==> config.mk <==
export PLATFORM = sky130hd
export DESIGN_NAME = cam_capture_rgb444
export DESIGN_NICKNAME = d
export VERILOG_FILES = /design/src/rtl/cam_capture_rgb444.sv
export SDC_FILE = /design/constraint.sdc
export NUM_CORES = 1
export LEC_CHECK = 0
export ABC_AREA = 1
export BUFFER_PORTS_ARGS = -buffer_cell sky130_fd_sc_hd__buf_2
export CORE_UTILIZATION = 35
export CTS_CLUSTER_SIZE = 40
export DETAILED_ROUTE_END_ITERATION = 8
export SYNTH_ARGS = -nofsm -noshare
export SYNTH_HDL_FRONTEND = slang
export SYNTH_SLANG_ARGS = --single-unit
==> constraint.sdc <==
create_clock -name clk -period 2.9 [get_ports clk]
set_clock_uncertainty 0.2 [all_clocks]
set_input_delay 0.58 -clock clk [delete_from_list [all_inputs] [get_ports clk]]
set_output_delay 0.58 -clock clk [all_outputs]
set_load 0.02 [all_outputs]
==> src/rtl/cam_capture_rgb444.sv <==
// OV7670 capture stage: pairs RGB565 bytes into RGB444 pixels and writes them to the frame buffer.
// Optional colour-bar generator enabled by defining CAM_CAPTURE_TESTPAT_EN.
module cam_capture_rgb444 #(
    parameter int AW           = 15,
    parameter int DW           = 12,
    parameter int CAM_SCREEN_X = 160,
    parameter int CAM_SCREEN_Y = 120
) (
    input  logic          clk,
    input  logic          rst,
    input  logic          CAM_vsync,
    input  logic          CAM_href,
    input  logic [7:0]    CAM_px_data,
    output logic [AW-1:0] DP_RAM_addr_in,
    output logic [DW-1:0] DP_RAM_data_in,
    output logic          DP_RAM_regW,
    output logic          frame_done,
    output logic          overflow
);

    localparam logic [AW-1:0] PIX_LAST = AW'(CAM_SCREEN_X * CAM_SCREEN_Y);

    typedef enum logic [1:0] {IDLE, SYNC, CAPTURE} state_t;

    state_t        state, state_nx;
    logic          phase;
    logic [7:0]    byte1;
    logic [AW-1:0] pix_cnt;
    logic          start_cap, end_cap, emit, wr;
    logic [DW-1:0] pixel;

    always_comb begin
        state_nx  = state;
        start_cap = 1'b0;
        end_cap   = 1'b0;
        case (state)
            IDLE:    if (CAM_vsync) state_nx = SYNC;
            SYNC:    if (!CAM_vsync) begin
                         state_nx  = CAPTURE;
                         start_cap = 1'b1;
                     end
            CAPTURE: if (CAM_vsync) begin
                         state_nx = SYNC;
                         end_cap  = 1'b1;
                     end
            default: state_nx = IDLE;
        endcase
    end

    // vsync dominates href, so a byte seen during blanking never completes a pixel
    assign emit = (state == CAPTURE) && !CAM_vsync && CAM_href && phase;
    assign wr   = emit && (pix_cnt != PIX_LAST);

`ifdef CAM_CAPTURE_TESTPAT_EN
    localparam int CW = $clog2(CAM_SCREEN_X);

    logic [CW-1:0] col;
    logic [CW-1:0] bar;
    logic          unused_cam;

    assign unused_cam = ^{byte1, CAM_px_data};
    assign bar        = col / CW'(20);

    always_comb begin
        pixel = '0;
        case (bar[2:0])
            3'd0: pixel = DW'(12'hFFF);
            3'd1: pixel = DW'(12'hFF0);
            3'd2: pixel = DW'(12'h0FF);
            3'd3: pixel = DW'(12'h0F0);
            3'd4: pixel = DW'(12'hF0F);
            3'd5: pixel = DW'(12'hF00);
            3'd6: pixel = DW'(12'h00F);
            default: pixel = DW'(12'h000);
        endcase
        if (bar >= CW'(8)) pixel = '0;
    end

    // column tracks pix_cnt mod line width without a divider
    always_ff @(posedge clk) begin
        if (!rst || start_cap) col <= '0;
        else if (wr)           col <= (col == CW'(CAM_SCREEN_X - 1)) ? '0 : col + 1'b1;
    end
`else
    assign pixel = DW'({byte1[7:4], byte1[2:0], CAM_px_data[7], CAM_px_data[4:1]});
`endif

    always_ff @(posedge clk) begin
        if (!rst) begin
            state          <= IDLE;
            phase          <= 1'b0;
            byte1          <= '0;
            pix_cnt        <= '0;
            DP_RAM_addr_in <= '0;
            DP_RAM_data_in <= '0;
            DP_RAM_regW    <= 1'b0;
            frame_done     <= 1'b0;
            overflow       <= 1'b0;
        end else begin
            state       <= state_nx;
            DP_RAM_regW <= 1'b0;
            frame_done  <= end_cap;
            if (start_cap) begin
                pix_cnt  <= '0;
                phase    <= 1'b0;
                overflow <= 1'b0;
            end else if (state == CAPTURE) begin
                if (!CAM_vsync && CAM_href && !phase) begin
                    byte1 <= CAM_px_data;
                    phase <= 1'b1;
                end else begin
                    phase <= 1'b0;
                end
                if (wr) begin
                    DP_RAM_addr_in <= pix_cnt;
                    DP_RAM_data_in <= pixel;
                    DP_RAM_regW    <= 1'b1;
                    pix_cnt        <= pix_cnt + 1'b1;
                end else if (emit) begin
                    overflow <= 1'b1;
                end
            end
        end
    end

endmodule

Word level (Yosys, flattened, before mapping)

Cells that the tools add are included.

Bits in registers: 56
Latch bits: 0
Bits in writable memories: 0
ROM bits: 0
Input port bits: 12
Output and inout bits: 30
Logic and storage cells: 45
Memories: 0

Add/sub/neg operators: 1
$mul: 0
Divide/modulo/power cells: 0
Magnitude comparators: 0
Equality and inequality tests: 5
Shift-type cells: 0
Multiplexer cells: 8
Bitwise gates (word level): 4
Reductions and logical operators: 18

Operator list:

| operator                                      | number |
|---|---|
| adder 15 x 1 -> 15 bit, second input constant | 1 |
| != test 15 bit, second input constant         | 1 |
| AND reduction 3 bit                           | 3 |
| logical AND 1 bit                             | 6 |
| AND reduction 2 bit                           | 3 |
| two-way mux 1 bit                             | 5 |
| two-way mux 2 bit                             | 2 |
| inverter 1 bit                                | 4 |
| one-hot mux 2 bit (2 select lines)            | 1 |
| OR reduction 2 bit                            | 2 |
| OR reduction 3 bit                            | 1 |
| == test 2 x 1 -> 1 bit, second input constant | 1 |
| == test 2 bit, second input constant          | 1 |
| logical NOT 1 bit                             | 2 |
| logical NOT 2 bit                             | 1 |
| != test 2 x 1 -> 1 bit, second input constant | 1 |
| != test 2 bit, second input constant          | 1 |

Depth between registers and ports, before layout

Depth in word-level cells: 7
Depth in mapped cells: 10

Worst setup path before layout

OpenSTA, ideal clock, no wires.

Kind: input port to flip-flop
From: input CAM_vsync
To: register pix_cnt[6]
Arrival time: 1.337 ns
Setup slack: 1.231 ns
Stages: 8
Buffers on the path: 2
Cell sequence: inv_1 nand4_1 inv_2 nand2_2 buf_6 buf_6 nand2_1 a21oi_2

Longest elaborated chain between the ends: 6
Elaborated cells on any way between the ends: 9
Classes of those cells: 2 x mux; 7 x reduce/logical

RTL lines:

| what                                 | line | RTL |
|---|---|---|
| from (decl)                          | 11   | `input logic CAM_vsync,` |
| logical NOT 1 bit                    | 51   | `assign emit = (state == CAPTURE) && !CAM_vsync && CAM_href && phase;` |
| logical AND 1 bit (3 in series)      | 51   |  |
| logical AND 1 bit                    | 52   | `assign wr = emit && (pix_cnt != PIX_LAST);` |
| AND reduction 2 bit (no source line) | --   |  |
| to (signal assigned)                 | 118  | `pix_cnt <= pix_cnt + 1'b1;` |
| to (decl)                            | 28   | `logic [AW-1:0] pix_cnt;` |

Parallel ways exist; a longest one is shown, timed or not.
A chain may end at the register's enable or synchronous reset.

Worst setup path after layout

From: register pix_cnt[1]
To: register DP_RAM_addr_in[6]

Longest elaborated chain between the ends: 3

RTL lines:

| what                                 | line | RTL |
|---|---|---|
| != test 15 bit                       | 52   |  |
| logical AND 1 bit                    | 52   |  |
| AND reduction 3 bit (no source line) | --   |  |
| to (signal assigned)                 | 115  | `DP_RAM_addr_in <= pix_cnt;` |
| to (decl)                            | 14   | `output logic [AW-1:0] DP_RAM_addr_in,` |

Every way passes these cells.

==> flow_summary.toml <==
[synthesis]
synth_area_leaders = "dfxtp_1, nor2_1, nand2_1, o21ai_0, nand3_1"
synth_edf_count = 0
syn_avg_cell_area_um2 = 6.97
ys_ff_latch = 55
ys_seq_area_share_pct = 45.8
ys.flop_type = "dfxtp_1"
synth_top_area_share_pct = 45.8
yosysMostFrequentCell = "nor2_1"
synth_top_cell_by_area = "dfxtp_1"
yosys.area_share.xor_xnor_pct = 1.82
syn-num-nets = 359
synth_cells = 345
synth_compound_area_share_pct = 10.7
synthAdderAreaFrac_pct = 1.04
synth_top_family_by_area = "simple AND/OR/NAND/NOR gates"
synth_cell_type_count = 22
ys_async_sr_fraction_pct = 0
yosysWarnings = 0
synth_area_um2 = 2400
yosys-top-cells-count = "nor2_1, nand2_1, dfxtp_1"
yosys.area_share.simple_pct = 32.2
muxShareOfSynthArea_pct = 0

[clock_network]
cts_max_path_buffers = 2
cts_tree = "done"
cts_buffers = 5
htreeDepth = 2
cts.sinks = 55
cts_hold_buf = 0
cts_root_buf = "clkbuf_8"
cts_resized = 0
insertion_delay_ps = 310
postCtsSetupRepairBufs = 0
clk_pin_slew_worst_paths_ps = 100

[place]
placed_area_um2 = 2640
dpl_worst_slack_ps = 681
gp_routability_congestion = 0.885
dp.cells = 450
port_buffers = 41
hpwl_um = 3820

[finish]
layoutNonFillerInstCount = 458
drive_gt1_share_pct = 16.5
final_nets = 394
n_antenna_cell = 0
design_area_um2 = 2730
fin_util_pct = 42.1
areaGrowthSynthToFinish_pct = 13.6

[drt]
drc_errors = 7
num_vias = 2180
drt-total-wl_um = 5390
drtPass1Iterations = 6
drt_iter0_markers = 114
wl_per_cell_um = 11.8
postRouteAntennaNets = 0
viasPerCell = 4.76

[floorplanning]
dieArea_um2 = 7210
initial_core_util_pct = 37.0
std_cell_rows = 29
die_width_um = 84.9
coreArea_um2 = 6490
io-pin-count = 42
die_y_um = 84.9

[worst_setup_path]
crit_fanout = 39
critPathKind = "reg -> reg"
worstPathCellList = "inv_1 -> ha_1 -> nand3_1 -> nor2_2 -> nand2_2 -> nand2_2 -> o21ai_0 -> nor2_1"
slowest_delay_ps = 440
end_kind = "register"
start_kind = "register"
slowest_stage = "dfxtp_1"
cp_common_cell = "nand2_2"
required_ps = 2910
worstPathArrival_ps = 2220

[timing]
fin_tns_setup_ps = 0
rsz0062_at_grt = "no"
whs_ps = 242
slew_violations = 0
fin_ws_ps = 688
hold_viol = 0
worstMarginPinSlew_ps = 631
setup_viol = 0
period_needed_ps = 2210
maxSlewHeadroom_pct = 57.8
fin_crit_sh_pct = 76.3
fmax_mhz = 452

[run_status]
violations = "DRC"
status = "finished with violations"

[worst_hold_path]
hold_class = "reg -> reg"

[flow_run]
cap_violations = 0

[global_route]
grt_overflow = 0
grt_max_degree = 40
grtUsageTotal_pct = 15.9
grt_pass1_wl_um = 9230
first_global_vias = 1904
antenna_found_initial = 0

[power_and_ir_drop]
p_per_area_nw_per_um2 = 454
fin_total_pwr_mw = 1.24
ir_worst_vdd_mv = 0.213
leakagePower_nw = 1.14
-- final timing paths --
path                   start  depth (start not counted)  slack (ps)                end
hold reg to reg     state[1]                          1         240           state[0]
setup / recovery  pix_cnt[1]                          8         690  DP_RAM_addr_in[6]
hold / removal      state[1]                          1         240           state[0]
setup reg to reg  pix_cnt[1]                          8         690  DP_RAM_addr_in[6]
-- routing by layer --
metal	share of wire (%)	track usage, %	vias to the layer above
li1	-	-	1159
met3	4.4	3.02	8
met1	50	21.4	967
met2	44	26.2	46
met4	1.2	4.62	0
met5	0	0	-
-- cells by family (layout without fill, tap and decap cells) --
family / Yosys count / in the layout
flip-flops: 55 / 55
buffers and inverters: 45 / 81
adder cells (fa/ha/maj): 2 / 2
AND/OR/NAND/NOR: 189 / 189
XOR/XNOR: 5 / 5
AO/OA/AOI/OAI: 49 / 49
-- worst max-delay path, delay by kind of cell (launching register included) --
kind,cells,cell delay (ps)
fa+ha+maj,1,190
simple gates,5,860
compound gates,1,350
flops,1,440
buf+inv,1,70
-- where the power goes --
| part | internal [mW] | switching, mW | total (mW) | leakage, nW |
|---|---|---|---|---|
| registers | 0.758 | 0.00158 | 0.759 | 0.443 |
| logic | 0.0144 | 0.0265 | 0.0409 | 0.648 |
| clock network | 0.175 | 0.267 | 0.442 | 0.0461 |
| total | 0.947 | 0.295 | 1.24 | 1.14 |
-- state kept, by name (all words and copies together), names as in the netlist --
name and count:
DP_RAM_regW 1, DP_RAM_addr_in 15, overflow 1, frame_done 1
pix_cnt 15, byte1 7, phase 1, state 2
DP_RAM_data_in 12
-- area by class of cell --
type                            instances  area, um2
Multi-Input combinational cell        245       1100
Fill cell                             700       3760
Timing Repair Buffer                   46        243
Tap cell                               77       96.3
Clock buffer                            5       68.8
Clock inverter                          3       23.8
Sequential cell                        55       1100
Inverter                               27        101
-- layout by cell type (no fill, tap or decap) --
cell type    n
clkinv_2     1
buf_2       41
dfxtp_1     55
nand2_2      2
a21oi_2      3
nand4_1      9
nand2_1     58
inv_1       26
a21oi_1     12
inv_8        1
o21ai_0     34
clkbuf_8     5
ha_1         2
xor2_1       3
xnor2_1      2
nor2_2       3
nand3_1     21
and2_1       1
buf_4        5
nor2_1      95
inv_2        1
clkinvlp_4   1
(Power assumes the default switching activity.)
